## config.mk

```make
export PLATFORM = sky130hd
export DESIGN_NAME = transpose_stream_sink_flat
export DESIGN_NICKNAME = d
export VERILOG_FILES = /design/src/rtl/transpose_stream_sink_pkg.sv /design/src/rtl/transpose_stream_sink_if.sv /design/src/rtl/transpose_stream_sink_bank.sv /design/src/rtl/transpose_stream_sink.sv /design/src/flat_wrapper.sv
export SDC_FILE = /design/constraint.sdc
export NUM_CORES = 1
export LEC_CHECK = 0
export BUFFER_PORTS_ARGS = -buffer_cell sky130_fd_sc_hd__buf_2
export CAP_MARGIN = 20
export CELL_PAD_IN_SITES_DETAIL_PLACEMENT = 0
export CELL_PAD_IN_SITES_GLOBAL_PLACEMENT = 1
export CORE_ASPECT_RATIO = 1.1
export CORE_UTILIZATION = 40
export DETAILED_ROUTE_END_ITERATION = 12
export GPL_TIMING_DRIVEN = 0
export PLACE_DENSITY = 0.6
export SETUP_SLACK_MARGIN = 0.4
export SLEW_MARGIN = 15
export SYNTH_ARGS = -nofsm -noshare
export SYNTH_HDL_FRONTEND = slang
export SYNTH_HIERARCHICAL = 1
export SYNTH_SLANG_ARGS = --single-unit
```

## constraint.sdc

```tcl
create_clock -name i_clk -period 6.75 [get_ports i_clk]
set_input_delay 1.35 -clock i_clk [delete_from_list [all_inputs] [get_ports i_clk]]
set_output_delay 1.35 -clock i_clk [all_outputs]
set_load 0.01 [all_outputs]
```

## src/rtl/transpose_stream_sink_pkg.sv

```systemverilog
`default_nettype none
// ============================================================================
//  Module      : transpose_pkg
//  Description : Shared types and sizing helpers for the transpose stream
//                sink. Optional statistics are controlled by the macro
//                TRANSPOSE_SINK_STATS_EN.
//  Revision    : 1.0 - initial release
// ============================================================================
package transpose_pkg;

    localparam int DEFAULT_VALUE_WIDTH = 17;
    localparam int DEFAULT_BLOCK_LEN   = 4;

    typedef enum logic [1:0] {
        IDLE   = 2'd0,
        DRAIN0 = 2'd1,
        DRAIN1 = 2'd2
    } sink_state_t;

    // Width of a beat/read index; BLOCK_LEN is a power of two >= 2.
    function automatic int cnt_width(input int block_len);
        return (block_len > 1) ? $clog2(block_len) : 1;
    endfunction

endpackage
`default_nettype wire

```

## src/rtl/transpose_stream_sink_if.sv

```systemverilog
`default_nettype none
// ============================================================================
//  Module      : transpose_stream_sink_if
//  Description : Two-lane input strobe plus single-lane valid/ready output
//                bundle of the transpose stream sink.
//  Revision    : 1.0 - initial release
// ============================================================================
interface transpose_stream_sink_if
    import transpose_pkg::*;
#(
    parameter int VALUE_WIDTH = DEFAULT_VALUE_WIDTH
) ();

    logic                   i_enable;
    logic [VALUE_WIDTH-1:0] i_in0;
    logic [VALUE_WIDTH-1:0] i_in1;
    logic                   i_ready;
    logic                   o_valid;
    logic [VALUE_WIDTH-1:0] o_data;
    logic                   o_last;
    logic                   o_overflow;

    // Environment side: produces beats and output acceptance.
    modport master (
        output i_enable, i_in0, i_in1, i_ready,
        input  o_valid, o_data, o_last, o_overflow
    );

    // Sink side.
    modport slave (
        input  i_enable, i_in0, i_in1, i_ready,
        output o_valid, o_data, o_last, o_overflow
    );

endinterface
`default_nettype wire

```

## src/rtl/transpose_stream_sink_bank.sv

```systemverilog
`default_nettype none
// ============================================================================
//  Module      : transpose_sink_bank
//  Description : One 2 x BLOCK_LEN value bank. Both lanes are written
//                together at one index; read is combinational by lane/index.
//  Revision    : 1.0 - initial release
// ============================================================================
module transpose_sink_bank
    import transpose_pkg::*;
#(
    parameter int VALUE_WIDTH = DEFAULT_VALUE_WIDTH,
    parameter int BLOCK_LEN   = DEFAULT_BLOCK_LEN,
    localparam int CW         = cnt_width(BLOCK_LEN)
) (
    input  wire logic                   i_clk,
    input  wire logic                   i_we,
    input  wire logic [CW-1:0]          i_widx,
    input  wire logic [VALUE_WIDTH-1:0] i_lane0,
    input  wire logic [VALUE_WIDTH-1:0] i_lane1,
    input  wire logic                   i_rlane,
    input  wire logic [CW-1:0]          i_ridx,
    output logic      [VALUE_WIDTH-1:0] o_rdata
);

    logic [VALUE_WIDTH-1:0] lane0_q [BLOCK_LEN];
    logic [VALUE_WIDTH-1:0] lane1_q [BLOCK_LEN];

    // Storage needs no reset: validity is tracked by the parent's full flags.
    always_ff @(posedge i_clk) begin
        if (i_we) begin
            lane0_q[i_widx] <= i_lane0;
            lane1_q[i_widx] <= i_lane1;
        end
    end

    assign o_rdata = i_rlane ? lane1_q[i_ridx] : lane0_q[i_ridx];

endmodule
`default_nettype wire

```

## src/rtl/transpose_stream_sink.sv

```systemverilog
`default_nettype none
// ============================================================================
//  Module      : transpose_stream_sink
//  Description : Captures BLOCK_LEN two-lane beats into ping-pong banks and
//                drains each block as lane 0 then lane 1 on a valid/ready
//                stream. Define TRANSPOSE_SINK_STATS_EN to add the
//                o_blocks_done / o_dropped_beats counters.
//  Revision    : 1.0 - initial release
// ============================================================================
module transpose_stream_sink
    import transpose_pkg::*;
#(
    parameter int VALUE_WIDTH = DEFAULT_VALUE_WIDTH,
    parameter int BLOCK_LEN   = DEFAULT_BLOCK_LEN
) (
    input  wire logic               i_clk,
    input  wire logic               i_aresetn,
    transpose_stream_sink_if.slave  s_if
`ifdef TRANSPOSE_SINK_STATS_EN
    ,
    output logic [15:0]             o_blocks_done,
    output logic [15:0]             o_dropped_beats
`endif
);

    localparam int          CW        = cnt_width(BLOCK_LEN);
    localparam logic [CW-1:0] C_IDX_MAX = CW'(BLOCK_LEN - 1);

    sink_state_t            state_q, state_d;
    logic [1:0]             full_q, full_d, full_set, full_clr;
    logic                   wr_bank_q, wr_bank_d;
    logic                   rd_bank_q, rd_bank_d;
    logic [CW-1:0]          beat_cnt_q, beat_cnt_d;
    logic [CW-1:0]          rd_idx_q, rd_idx_d;
    logic                   valid_q, valid_d;
    logic [VALUE_WIDTH-1:0] data_q, data_d;
    logic                   last_q, last_d;
    logic                   overflow_q, overflow_d;

    logic                   w_accept, w_drop, w_hs;
    logic                   w_we0, w_we1;
    logic                   w_rd_sel, w_rd_lane;
    logic [CW-1:0]          w_rd_addr, w_next_idx;
    logic [VALUE_WIDTH-1:0] w_rdata0, w_rdata1, w_rdata;

    transpose_sink_bank #(.VALUE_WIDTH(VALUE_WIDTH), .BLOCK_LEN(BLOCK_LEN)) u_bank0 (
        .i_clk(i_clk), .i_we(w_we0), .i_widx(beat_cnt_q),
        .i_lane0(s_if.i_in0), .i_lane1(s_if.i_in1),
        .i_rlane(w_rd_lane), .i_ridx(w_rd_addr), .o_rdata(w_rdata0)
    );

    transpose_sink_bank #(.VALUE_WIDTH(VALUE_WIDTH), .BLOCK_LEN(BLOCK_LEN)) u_bank1 (
        .i_clk(i_clk), .i_we(w_we1), .i_widx(beat_cnt_q),
        .i_lane0(s_if.i_in0), .i_lane1(s_if.i_in1),
        .i_rlane(w_rd_lane), .i_ridx(w_rd_addr), .o_rdata(w_rdata1)
    );

    assign w_rdata  = w_rd_sel ? w_rdata1 : w_rdata0;
    assign w_hs     = valid_q & s_if.i_ready;
    // A beat only sees the full flag as it was before the edge.
    assign w_accept = s_if.i_enable & ~full_q[wr_bank_q];
    assign w_drop   = s_if.i_enable &  full_q[wr_bank_q];
    // Separate set/clear terms so completing and freeing on one edge both land.
    assign full_d   = (full_q & ~full_clr) | full_set;

    // Input path: write beats into the current bank, close it on the last beat.
    always_comb begin
        beat_cnt_d = beat_cnt_q;
        wr_bank_d  = wr_bank_q;
        full_set   = 2'b00;
        overflow_d = overflow_q | w_drop;
        w_we0      = w_accept & ~wr_bank_q;
        w_we1      = w_accept &  wr_bank_q;
        if (w_accept) begin
            if (beat_cnt_q == C_IDX_MAX) begin
                full_set[wr_bank_q] = 1'b1;
                wr_bank_d           = ~wr_bank_q;
                beat_cnt_d          = '0;
            end else begin
                beat_cnt_d = beat_cnt_q + CW'(1);
            end
        end
    end

    // Output FSM: next state, bank read address and registered output word.
    always_comb begin
        state_d    = state_q;
        rd_idx_d   = rd_idx_q;
        rd_bank_d  = rd_bank_q;
        valid_d    = valid_q;
        data_d     = data_q;
        last_d     = last_q;
        full_clr   = 2'b00;
        w_rd_sel   = rd_bank_q;
        w_rd_lane  = 1'b0;
        w_rd_addr  = '0;
        w_next_idx = rd_idx_q + CW'(1);
        unique case (state_q)
            IDLE: begin
                if (full_q[rd_bank_q]) begin
                    data_d   = w_rdata;
                    valid_d  = 1'b1;
                    last_d   = 1'b0;
                    rd_idx_d = '0;
                    state_d  = DRAIN0;
                end
            end
            DRAIN0: begin
                if (w_hs) begin
                    if (rd_idx_q == C_IDX_MAX) begin
                        w_rd_lane = 1'b1;
                        rd_idx_d  = '0;
                        state_d   = DRAIN1;
                    end else begin
                        w_rd_addr = w_next_idx;
                        rd_idx_d  = w_next_idx;
                    end
                    data_d = w_rdata;
                end
            end
            DRAIN1: begin
                if (w_hs) begin
                    if (rd_idx_q == C_IDX_MAX) begin
                        full_clr[rd_bank_q] = 1'b1;
                        rd_bank_d           = ~rd_bank_q;
                        rd_idx_d            = '0;
                        last_d              = 1'b0;
                        if (full_q[~rd_bank_q]) begin
                            // Chain straight into the queued block, no bubble.
                            w_rd_sel = ~rd_bank_q;
                            data_d   = w_rdata;
                            valid_d  = 1'b1;
                            state_d  = DRAIN0;
                        end else begin
                            data_d  = '0;
                            valid_d = 1'b0;
                            state_d = IDLE;
                        end
                    end else begin
                        w_rd_lane = 1'b1;
                        w_rd_addr = w_next_idx;
                        rd_idx_d  = w_next_idx;
                        data_d    = w_rdata;
                        last_d    = (w_next_idx == C_IDX_MAX);
                    end
                end
            end
            default: state_d = IDLE;
        endcase
    end

    // State register with synchronous active-low reset.
    always_ff @(posedge i_clk) begin
        if (!i_aresetn) begin
            state_q    <= IDLE;
            full_q     <= 2'b00;
            wr_bank_q  <= 1'b0;
            rd_bank_q  <= 1'b0;
            beat_cnt_q <= '0;
            rd_idx_q   <= '0;
            valid_q    <= 1'b0;
            data_q     <= '0;
            last_q     <= 1'b0;
            overflow_q <= 1'b0;
        end else begin
            state_q    <= state_d;
            full_q     <= full_d;
            wr_bank_q  <= wr_bank_d;
            rd_bank_q  <= rd_bank_d;
            beat_cnt_q <= beat_cnt_d;
            rd_idx_q   <= rd_idx_d;
            valid_q    <= valid_d;
            data_q     <= data_d;
            last_q     <= last_d;
            overflow_q <= overflow_d;
        end
    end

    assign s_if.o_valid    = valid_q;
    assign s_if.o_data     = data_q;
    assign s_if.o_last     = last_q;
    assign s_if.o_overflow = overflow_q;

`ifdef TRANSPOSE_SINK_STATS_EN
    logic [15:0] blocks_done_q, blocks_done_d;
    logic [15:0] dropped_q, dropped_d;

    // Block counter wraps; drop counter saturates.
    always_comb begin
        blocks_done_d = blocks_done_q;
        dropped_d     = dropped_q;
        if (w_hs && last_q) begin
            blocks_done_d = blocks_done_q + 16'd1;
        end
        if (w_drop && (dropped_q != 16'hFFFF)) begin
            dropped_d = dropped_q + 16'd1;
        end
    end

    // Statistics registers.
    always_ff @(posedge i_clk) begin
        if (!i_aresetn) begin
            blocks_done_q <= '0;
            dropped_q     <= '0;
        end else begin
            blocks_done_q <= blocks_done_d;
            dropped_q     <= dropped_d;
        end
    end

    assign o_blocks_done   = blocks_done_q;
    assign o_dropped_beats = dropped_q;
`endif

endmodule
`default_nettype wire

```

## src/flat_wrapper.sv

```systemverilog
// flat-port wrapper written by rule: the top's interface ports become plain ports
module transpose_stream_sink_flat import transpose_pkg::*;
#(
    parameter int VALUE_WIDTH = DEFAULT_VALUE_WIDTH,
    parameter int BLOCK_LEN   = DEFAULT_BLOCK_LEN
)
  (i_clk, i_aresetn, s_if_i_enable, s_if_i_in0, s_if_i_in1, s_if_i_ready, s_if_o_valid, s_if_o_data, s_if_o_last, s_if_o_overflow);
  transpose_stream_sink_if #(.VALUE_WIDTH(VALUE_WIDTH)) s_if_i ();
  input  wire logic i_clk;
  input  wire logic i_aresetn;
  input wire logic [$bits(s_if_i.i_enable)-1:0] s_if_i_enable;
  input wire logic [$bits(s_if_i.i_in0)-1:0] s_if_i_in0;
  input wire logic [$bits(s_if_i.i_in1)-1:0] s_if_i_in1;
  input wire logic [$bits(s_if_i.i_ready)-1:0] s_if_i_ready;
  output wire logic [$bits(s_if_i.o_valid)-1:0] s_if_o_valid;
  output wire logic [$bits(s_if_i.o_data)-1:0] s_if_o_data;
  output wire logic [$bits(s_if_i.o_last)-1:0] s_if_o_last;
  output wire logic [$bits(s_if_i.o_overflow)-1:0] s_if_o_overflow;
  assign s_if_i.i_enable = s_if_i_enable;
  assign s_if_i.i_in0 = s_if_i_in0;
  assign s_if_i.i_in1 = s_if_i_in1;
  assign s_if_i.i_ready = s_if_i_ready;
  assign s_if_o_valid = s_if_i.o_valid;
  assign s_if_o_data = s_if_i.o_data;
  assign s_if_o_last = s_if_i.o_last;
  assign s_if_o_overflow = s_if_i.o_overflow;
  transpose_stream_sink #(.VALUE_WIDTH(VALUE_WIDTH), .BLOCK_LEN(BLOCK_LEN)) u_core (.i_clk(i_clk), .i_aresetn(i_aresetn), .s_if(s_if_i));
endmodule
```

======== Yosys cells after proc, flatten, opt, wreduce, memory -nomap -nowiden ========
Memory sizes are Yosys's and may differ from the RTL's.
Cells that the tools add are included.
storage, ports and cells
  output and inout port bits .............. 20
  latch bits .............................. 0
  memories ................................ 4
  bits in registers ....................... 30
  bits in writable memories ............... 272
  word-level logic and storage cells ...... 118
  input bits .............................. 38
  bits in read-only memories .............. 0
cells by class
  $mul .................................... 0
  $add $sub $neg .......................... 2
  order comparisons ....................... 5
  eq/ne operators ......................... 11
  div/mod/pow operators ................... 0
  reductions and logical operators ........ 14
  multiplexer cells ....................... 60
  bitwise gates (word level) .............. 12
  shift operators ......................... 0
memory list
  memory                  depth  width  rd ports  clocked after Yosys merged registers in  wr ports  RTL line                          RTL
  u_core.u_bank0.lane0_q  4      17     1         0                                        1         transpose_stream_sink_bank.sv:25  logic [VALUE_WIDTH-1:0] lane0_q [BLOCK_LEN];
  u_core.u_bank0.lane1_q  4      17     1         0                                        1         transpose_stream_sink_bank.sv:26  logic [VALUE_WIDTH-1:0] lane1_q [BLOCK_LEN];
  u_core.u_bank1.lane0_q  4      17     1         0                                        1         transpose_stream_sink_bank.sv:25
  u_core.u_bank1.lane1_q  4      17     1         0                                        1         transpose_stream_sink_bank.sv:26
operators with widths
  kind                                                                          number
  17-bit two-way mux                                                            8
  17-bit one-hot mux with 3 select lines                                        1
  2-bit two-way mux                                                             16
  1-bit two-way mux                                                             28
  2-bit by 1-bit != test with 1-bit output, second input constant               6
  3-bit AND reduction                                                           3
  2-bit == test, second input constant                                          4
  4-bit AND reduction                                                           2
  1-bit by 2-bit less-than comparator with 1-bit output, second input constant  3
  1-bit one-hot mux with 2 select lines                                         3
  2-bit one-hot mux with 3 select lines                                         1
  1-bit AND                                                                     5
  5-bit AND reduction                                                           1
  2-bit by 1-bit adder with 2-bit output, second input constant                 2
  2-bit one-hot mux with 2 select lines                                         1
  2-bit nonzero test                                                            2
  1-bit NOT                                                                     3
  3-bit nonzero test                                                            1
  2-bit AND                                                                     1
  1-bit demux with 1-bit select                                                 2
  2-bit by 1-bit == test with 1-bit output, second input constant               1
  1-bit >= comparator, second input constant                                    2
  1-bit logical AND                                                             2
  2-bit logical NOT                                                             1
  other kinds (5)                                                               5

======== Depth between registers and ports, before layout ========
Gate-level depths: netlist of the first run.
  depth in word-level cells ............... 12
  mapped depth ............................ 10
  mapped depth without buffers ............ 8

======== By module ========
Netlist of the first run, hierarchy kept.
by module, submodules not included
  module                                instances  area an instance (sq um)  cells each  sequential area each (sq um)
  transpose_sink_bank (u_core.u_bank0)  1          5231.3                    202         4083.9
  transpose_sink_bank (u_core.u_bank1)  1          5230.0                    202         4083.9
  transpose_stream_sink                 1          1671.6                    155         600.6

======== Worst setup path before layout of the first run ========
Ideal clock, no wire load.
  path type ............................... input-to-reg
  start point ............................. in s_if_i_enable
  end point ............................... mem u_core/u_bank0/lane0_q[0][0] (netlist bit), enable pin
  stages on the path ...................... 2
  slack ................................... 2.017 ns
  buffers on the path ..................... 0
  data arrival time ....................... 4.258 ns
  library setup time ...................... 0.475 ns
  data required time ...................... 6.275 ns
  path through ............................ nor3b_1 -> nor3b_1
on the way
  longest elaborated chain between the ends .. 4
RTL lines
  what                                     RTL line                          RTL
  start, declared                          flat_wrapper.sv:11                input wire logic [$bits(s_if_i.i_enable)-1:0] s_if_i_enable;
  1-bit AND                                transpose_stream_sink.sv:61       assign w_accept = s_if.i_enable & ~full_q[wr_bank_q];
  1-bit AND                                transpose_stream_sink.sv:72       w_we0 = w_accept & ~wr_bank_q;
  1-bit two-way mux                        transpose_stream_sink_bank.sv:30  if (i_we) begin
  1-bit two-way mux (implied by the code)  transpose_stream_sink_bank.sv:31  lane0_q[i_widx] <= i_lane0;
  end, declared                            transpose_stream_sink_bank.sv:25
Every way passes these cells.

======== Worst setup path in the final report of the first run ========
  start point ............................. in s_if_i_ready
  end point ............................... reg u_core.data_q[4], in the netlist u_core/s_if.o_data[4]
on the way
  elaborated cells between the ends (all ways) .. 24
  those cells by class .................... 2 x eq/ne; 16 x mux; 1 x bitwise; 1 x reduce/logical; 4 x memory
RTL lines
  what                                         RTL line                                                    RTL
  start, declared                              flat_wrapper.sv:14                                          input wire logic [$bits(s_if_i.i_ready)-1:0] s_if_i_ready;
  1-bit AND (*)                                transpose_stream_sink.sv:59                                 assign w_hs = valid_q & s_if.i_ready;
  1-bit two-way mux, on equally long branches  transpose_stream_sink.sv:122, transpose_stream_sink.sv:109
  1-bit one-hot mux with 2 select lines (*)    transpose_stream_sink.sv:98                                 unique case (state_q)
  named net u_core.w_rd_lane                   transpose_stream_sink.sv:42                                 logic w_rd_sel, w_rd_lane;
  17-bit two-way mux (*)                       transpose_stream_sink_bank.sv:36                            assign o_rdata = i_rlane ? lane1_q[i_ridx] : lane0_q[i_ridx];
  named net u_core.w_rdata1[4]                 transpose_stream_sink.sv:44                                 logic [VALUE_WIDTH-1:0] w_rdata0, w_rdata1, w_rdata;
  17-bit two-way mux (*)                       transpose_stream_sink.sv:58                                 assign w_rdata = w_rd_sel ? w_rdata1 : w_rdata0;
  17-bit two-way mux                           transpose_stream_sink.sv:128                                if (full_q[~rd_bank_q]) begin
  17-bit two-way mux                           transpose_stream_sink.sv:123                                if (rd_idx_q == C_IDX_MAX) begin
  17-bit two-way mux                           transpose_stream_sink.sv:122                                if (w_hs) begin
  17-bit one-hot mux with 3 select lines (*)   transpose_stream_sink.sv:98
  end signal, assigned                         transpose_stream_sink.sv:173                                data_q <= data_d;
  end, declared                                transpose_stream_sink.sv:36                                 logic [VALUE_WIDTH-1:0] data_q, data_d;
The timed path passes the listed nets; every way through them passes the cells marked *. The select of a mux whose other input is x is not followed.
A chain may end at the register's enable or synchronous reset.

==> results of run 1 <==
[layout make-up]
cell class,count,area [sq um],area share (%)
repair buffers,72,527,3.72
plain buffers,29,229,1.62
flip-flops and latches,302,8770,62.0
clock inverters,19,188,1.33
multi-input cells,224,3150,22.3
clock buffers,38,802,5.67
inverters,4,15.0,0.106
well taps,374,468,3.31
[kinds of logic (layout without fill, tap and decap cells)]
group	count (synthesis)	after routing	share of synthesized area (%)
compound gates	35	35	2.83
xor+xnor	1	1	0.0722
fa+ha+maj	10	10	1.03
buf+inv	33	162	2.01
flops	302	302	72.3
mux	126	126	19.3
simple gates	52	52	2.54
[power breakdown]
group | internal [mW] | total [mW] | switching, mW
clock network | 0.988 | 1.66 | 0.673
logic | 0.124 | 0.294 | 0.170
registers | 2.10 | 2.14 | 0.0351
total | 3.22 | 4.09 | 0.878
[state kept, by name (all words and copies together), names as in the netlist]
name                    count
u_core/s_if.o_valid         1
u_core/s_if.o_overflow      1
u_core/beat_cnt_q           2
u_core/u_bank1/lane0_q     68
u_core/full_q               2
u_core/rd_bank_q            1
u_core/u_bank0/lane1_q     68
u_core/s_if.o_last          1
u_core/wr_bank_q            1
u_core/rd_idx_q             2
u_core/u_bank1/lane1_q     68
u_core/u_bank0/lane0_q     68
u_core/s_if.o_data         17
u_core/state_q              2
[layer usage]
metal | vias up | wire (um)
li1 | 2561 | -
met1 | 3004 | 11200
met2 | 109 | 13300
met3 | 49 | 843
met4 | 2 | 569
met5 | - | 10
[synthesized netlist by cell type (all sizes together) (2+ instances only)]
cell type | instances | area share, %
a21boi | 4 | 0.25
a21oi | 5 | 0.21
and2 | 4 | 0.21
and3 | 3 | 0.15
and3b | 3 | 0.22
buf | 17 | 1.5
clkbuf | 12 | 0.38
dfxtp | 30 | 5.0
edfxtp | 272 | 67
ha | 10 | 1.0
inv | 4 | 0.12
mux2 | 35 | 3.2
mux2i | 23 | 1.9
mux4 | 68 | 14
nand2 | 10 | 0.31
nand2b | 2 | 0.10
nand3 | 3 | 0.12
nor2 | 8 | 0.25
nor2b | 10 | 0.54
nor3 | 4 | 0.30
nor3b | 4 | 0.25
o21a | 2 | 0.12
o21ai | 3 | 0.12
o2bb2ai | 17 | 1.7
[metrics by stage]
| stage | setup TNS, ns | util [%] | cell area [sq um] |
|---|---|---|---|
| floorplan | 0 | - | 12100 |
| global placement | -24.26 | 43.3 | 12900 |
| detailed placement | 0 | 44.3 | 13200 |
| CTS | 0 | 47.6 | 14100 |
| global route | 0 | 47.6 | 14100 |
| finish | 0 | 47.6 | 14100 |
[final timing paths]
kind                                         to  slack [ns]                              start
max reg2reg  u_core/s_if.o_data[4]$_SDFFE_PN0P_        3.06     u_core/state_q[0]$_SDFFE_PN0P_
min           u_core/s_if.o_overflow$_SDFF_PN0_        0.46  u_core/s_if.o_overflow$_SDFF_PN0_
min reg2reg   u_core/s_if.o_overflow$_SDFF_PN0_        0.46  u_core/s_if.o_overflow$_SDFF_PN0_
max          u_core/s_if.o_data[4]$_SDFFE_PN0P_        2.80                       s_if_i_ready
==> impl_metrics.toml, run 1 <==
[worst_setup_path]
worstPathRequired_ns = 7.19
crit_buf_inv = 4
critPathMaxStageDelay_ns = 0.82
crit_family = "buffers and inverters"
reg2regPathDepth = 10
cpMostUsedCell = "clkbuf_1"
path_max_fanout = 10
start_kind = "primary input"
worstPathArrival_ns = 4.39
critPathKind = "in2reg"
crit_chain = "buf_2 > and2_1 > clkbuf_1 > nand2_1 > nor2_1 > clkbuf_1 > clkbuf_1 > mux4_1 > mux2_2 > mux2i_1 > o2bb2ai_2"
end_kind = "flop"
crit_slowest_cell = "clkbuf_1"
crit_cells = 11

[global_route]
track_usage_pct = 17.3
grt_busiest_layer = "met2"
gr-usage-met1_pct = 22.7
grt_pass1_vias = 6037
grt_max_degree = 29
use_met3_pct = 2.23
use_met2_pct = 30.3
grt_pass1_wl_um = 38700
overflow = 0
antenna_found_initial = 1

[place]
finalWeightedCongestion = 0.740
dp_hpwl_um = 16300
place.port_buffers = 57
place_ws_ns = 2.21
dp_cells = 1005

[detailed_routing]
routed_wl_um = 25900
routedWlPerCell_um = 24.4
drt-initial-drc-count = 407
firstDrtPassIters = 4
drc_errors = 0
num_vias = 5725
vias_per_cell = 5.39
ant_nets = 0

[clocking]
cts_buffers = 31
post_cts_buffers = 0
cts_resized = 0
clock-sinks = 302
htree_num_levels = 1
clk_latency_ns = 0.55
root_buffer = "clkbuf_16"
clk_pin_slew_ns = 0.06
cts_tree = "yes"
cts_max_path_buffers = 3
cts-hold-fix-buffers = 0

[timing]
fmax_ghz = 0.253
period_share_pct = 58.5
whs_ns = 0.461
slew_headroom_pct = 30.1
grt_setup_unrepaired = "no"
fin_crit_ns = 3.95
fin_ws_ns = 2.80
fin_skew_ns = 0.0145
maxSlewViolCount = 0
hold_viol_final = 0
worst_slew_pin_slew_ns = 1.05
setup_violations = 0

[finish]
fin_nets = 712
layout-drive-gt1-share_pct = 30.2
layout_commonest_cell = "edfxtp_1"
n_antenna_cell = 0
fill_cells = 2484
area_growth_pct = 16.6
mostFrequentLayoutCells = "272 x edfxtp_1, 59 x buf_2, 48 x mux4_1"
final_cells = 1062

[floorplanning]
core_sq_um = 29700
die_w_um = 168
die_area_sq_um = 31000
start_util_pct = 40.8
die_y_um = 185
row_count = 66
io_pins = 58

[yosys]
ys.warnings.count = 6
ys_ff_latch = 302
netlist_area_sq_um = 12100
synth_nets = 607
async_reset_ff_share_pct = 0
synth_edf_count = 272
yosys_most_used_dff = "edfxtp_1"
seq_area_frac_synth_pct = 72.3
syn_inst = 559
synth_area_per_cell_sq_um = 21.7
ys_types = 38

[pwr]
power.total_mw = 4.09
powerDensity_nw_per_um2 = 289
vdd_drop_max_mv = 0.163
p_leak_nw = 4.77

[worst_hold_path]
holdPathStages = 1
min-delay-path-class = "reg2reg"

[run_status]
outcome = "finished clean"

[flow_run]
maxCapViolations = 0
Note: power is estimated with default switching activity, not from simulation.
==> inputs of run 2 (changes only) <==
- clock period: 6.75 -> 4.1 ns (I/O delays scaled with it)
==> run 2 against run 1 <==
Against the previous run:
- setup slack worse by 2.1 ns
- final area is 0.17% higher
- clock power is 64% higher
- combinational power up 63%
- first-iteration DRC count shrank 22%
- utilization rose by 0.080 points
- highest routed layer unchanged
==> impl_metrics.toml, run 2 (synthesized netlist as in run 1, its figures left out) <==
[detailed_routing]
num_vias = 5669
drt-initial-drc-count = 317
routed_wl_um = 25200
firstDrtPassIters = 4
routedWlPerCell_um = 23.8
vias_per_cell = 5.35
drc_errors = 0
ant_nets = 0

[pwr]
vdd_drop_max_mv = 0.218
p_leak_nw = 4.78
powerDensity_nw_per_um2 = 475
power.total_mw = 6.73

[finish]
n_antenna_cell = 0
fill_cells = 2485
mostFrequentLayoutCells = "272 x edfxtp_1, 59 x buf_2, 48 x mux4_1"
final_cell_area_sq_um = 14200
fin_nets = 709
layout-drive-gt1-share_pct = 30.9
area_growth_pct = 16.8
final_cells = 1060
layout_commonest_cell = "edfxtp_1"

[timing]
whs_ns = 0.459
worst_slew_pin_slew_ns = 0.988
period_share_pct = 83.8
setup_violations = 0
maxSlewViolCount = 0
grt_setup_unrepaired = "no"
hold_viol_final = 0
fmax_ghz = 0.291
fin_skew_ns = 0.0108
slew_headroom_pct = 34.1
fin_crit_ns = 3.44
tns_ns = 0

[worst_setup_path]
reg2regPathDepth = 10
worstPathRequired_ns = 4.51
worstReg2RegEnd = "u_core/s_if.o_data[11]$_SDFFE_PN0P_"
reg2reg_setup_slack_ns = 0.66
worstPathArrival_ns = 3.85
start_kind = "flop"
path_max_fanout = 10
r2r_start = "u_core/state_q[0]$_SDFFE_PN0P_"
end_kind = "flop"
critPathKind = "reg2reg"

[place]
place_area_sq_um = 13200
finalWeightedCongestion = 0.735
dp_cells = 1002
dp_hpwl_um = 15700
place.port_buffers = 57

[worst_hold_path]
holdPathStages = 1
holdPathEnd = "u_core/s_if.o_data[11]$_SDFFE_PN0P_"
min-delay-path-class = "reg2reg"
hold_start = "u_core/s_if.o_data[11]$_SDFFE_PN0P_"

[clocking]
cts_buffers = 31
htree_num_levels = 1
clk_pin_slew_ns = 0.06
cts-hold-fix-buffers = 0
cts_max_path_buffers = 3
root_buffer = "clkbuf_16"
cts_tree = "yes"
clock-sinks = 302
clk_latency_ns = 0.55

[run_status]
outcome = "finished clean"

[global_route]
antenna_found_initial = 1
grt_pass1_vias = 5982
grt_max_degree = 27
grt_pass1_wl_um = 37900
overflow = 0
track_usage_pct = 16.8

[floorplanning]
core_sq_um = 29700
row_count = 66
die_w_um = 168
io_pins = 58
start_util_pct = 40.8
die_y_um = 185
die_area_sq_um = 31000

[flow_run]
maxCapViolations = 0
run 2: cell types whose count changed in the layout (fill, tap and decap cells not counted), sizes merged:
cell    delta
inv        +1
bufinv     -2
clkinv     -9
buf        -3
clkbuf    +11
run 2: what timing repair did:
action	in CTS	in global routing
resized for setup	0	6
setup endpoints to repair	0	8
hold endpoints to repair	0	0
setup buffers	0	0
run 2: how the worst max path moves through the flow:
stage                                   startpoint                                      to  slack (ns)
floorplan                            s_if_i_enable  u_core/u_bank0/lane0_q[2][0]$_DFFE_PP_        1.01
global placement                     s_if_i_enable  u_core/u_bank0/lane0_q[2][4]$_DFFE_PP_       -0.54
detailed placement                    s_if_i_ready     u_core/s_if.o_data[11]$_SDFFE_PN0P_        0.17
CTS                 u_core/state_q[0]$_SDFFE_PN0P_     u_core/s_if.o_data[11]$_SDFFE_PN0P_        0.44
global route        u_core/state_q[0]$_SDFFE_PN0P_      u_core/s_if.o_data[2]$_SDFFE_PN0P_        0.41
finish              u_core/state_q[0]$_SDFFE_PN0P_     u_core/s_if.o_data[11]$_SDFFE_PN0P_        0.66
run 2: area by class of cell:
type                       instances  area [sq um]  area share (%)
timing repair buffer              69           519            3.66
multi-input combinational        224          3160            22.3
inverter                           4          15.0           0.106
clock inverter                     9           103           0.724
clock buffer                      49           903            6.37
buffer                            29           231            1.63
sequential                       302          8770            61.9
tap                              374           468            3.30
run 2: critical path, cell delays in order, from the launching register on:
cell,delay [ns]
dfxtp_1,0.43
inv_1,0.09
ha_1,0.32
ha_1,0.32
nor2_1,0.15
clkbuf_2,0.25
clkbuf_1,0.76
mux4_2,0.41
mux2_2,0.27
mux2i_1,0.22
o2bb2ai_1,0.09
run 2: stage by stage:
stage | utilization (%) | setup slack (ns)
after floorplan | - | 1.01
after global placement | 43.4 | -0.538
after detailed placement | 44.3 | 0.167
after CTS | 47.7 | 0.443
after global routing | 47.7 | 0.412
final | 47.7 | 0.663
run 2: routing by layer:
metal / vias to the layer above / wire length (um) / global-route usage [%]
li1: 2554 / - / -
met4: 2 / 378 / 3.60
met5: - / 8 / 0
met1: 2971 / 11400 / 22.9
met3: 29 / 1170 / 2.86
met2: 113 / 12300 / 28.5
run 2: where the power goes:
| part | switching, mW | internal [mW] | total [mW] | leakage (nW) |
|---|---|---|---|---|
| combinational | 0.274 | 0.206 | 0.480 | 1.58 |
| sequential | 0.0556 | 3.46 | 3.52 | 2.71 |
| clock | 1.10 | 1.63 | 2.73 | 0.486 |
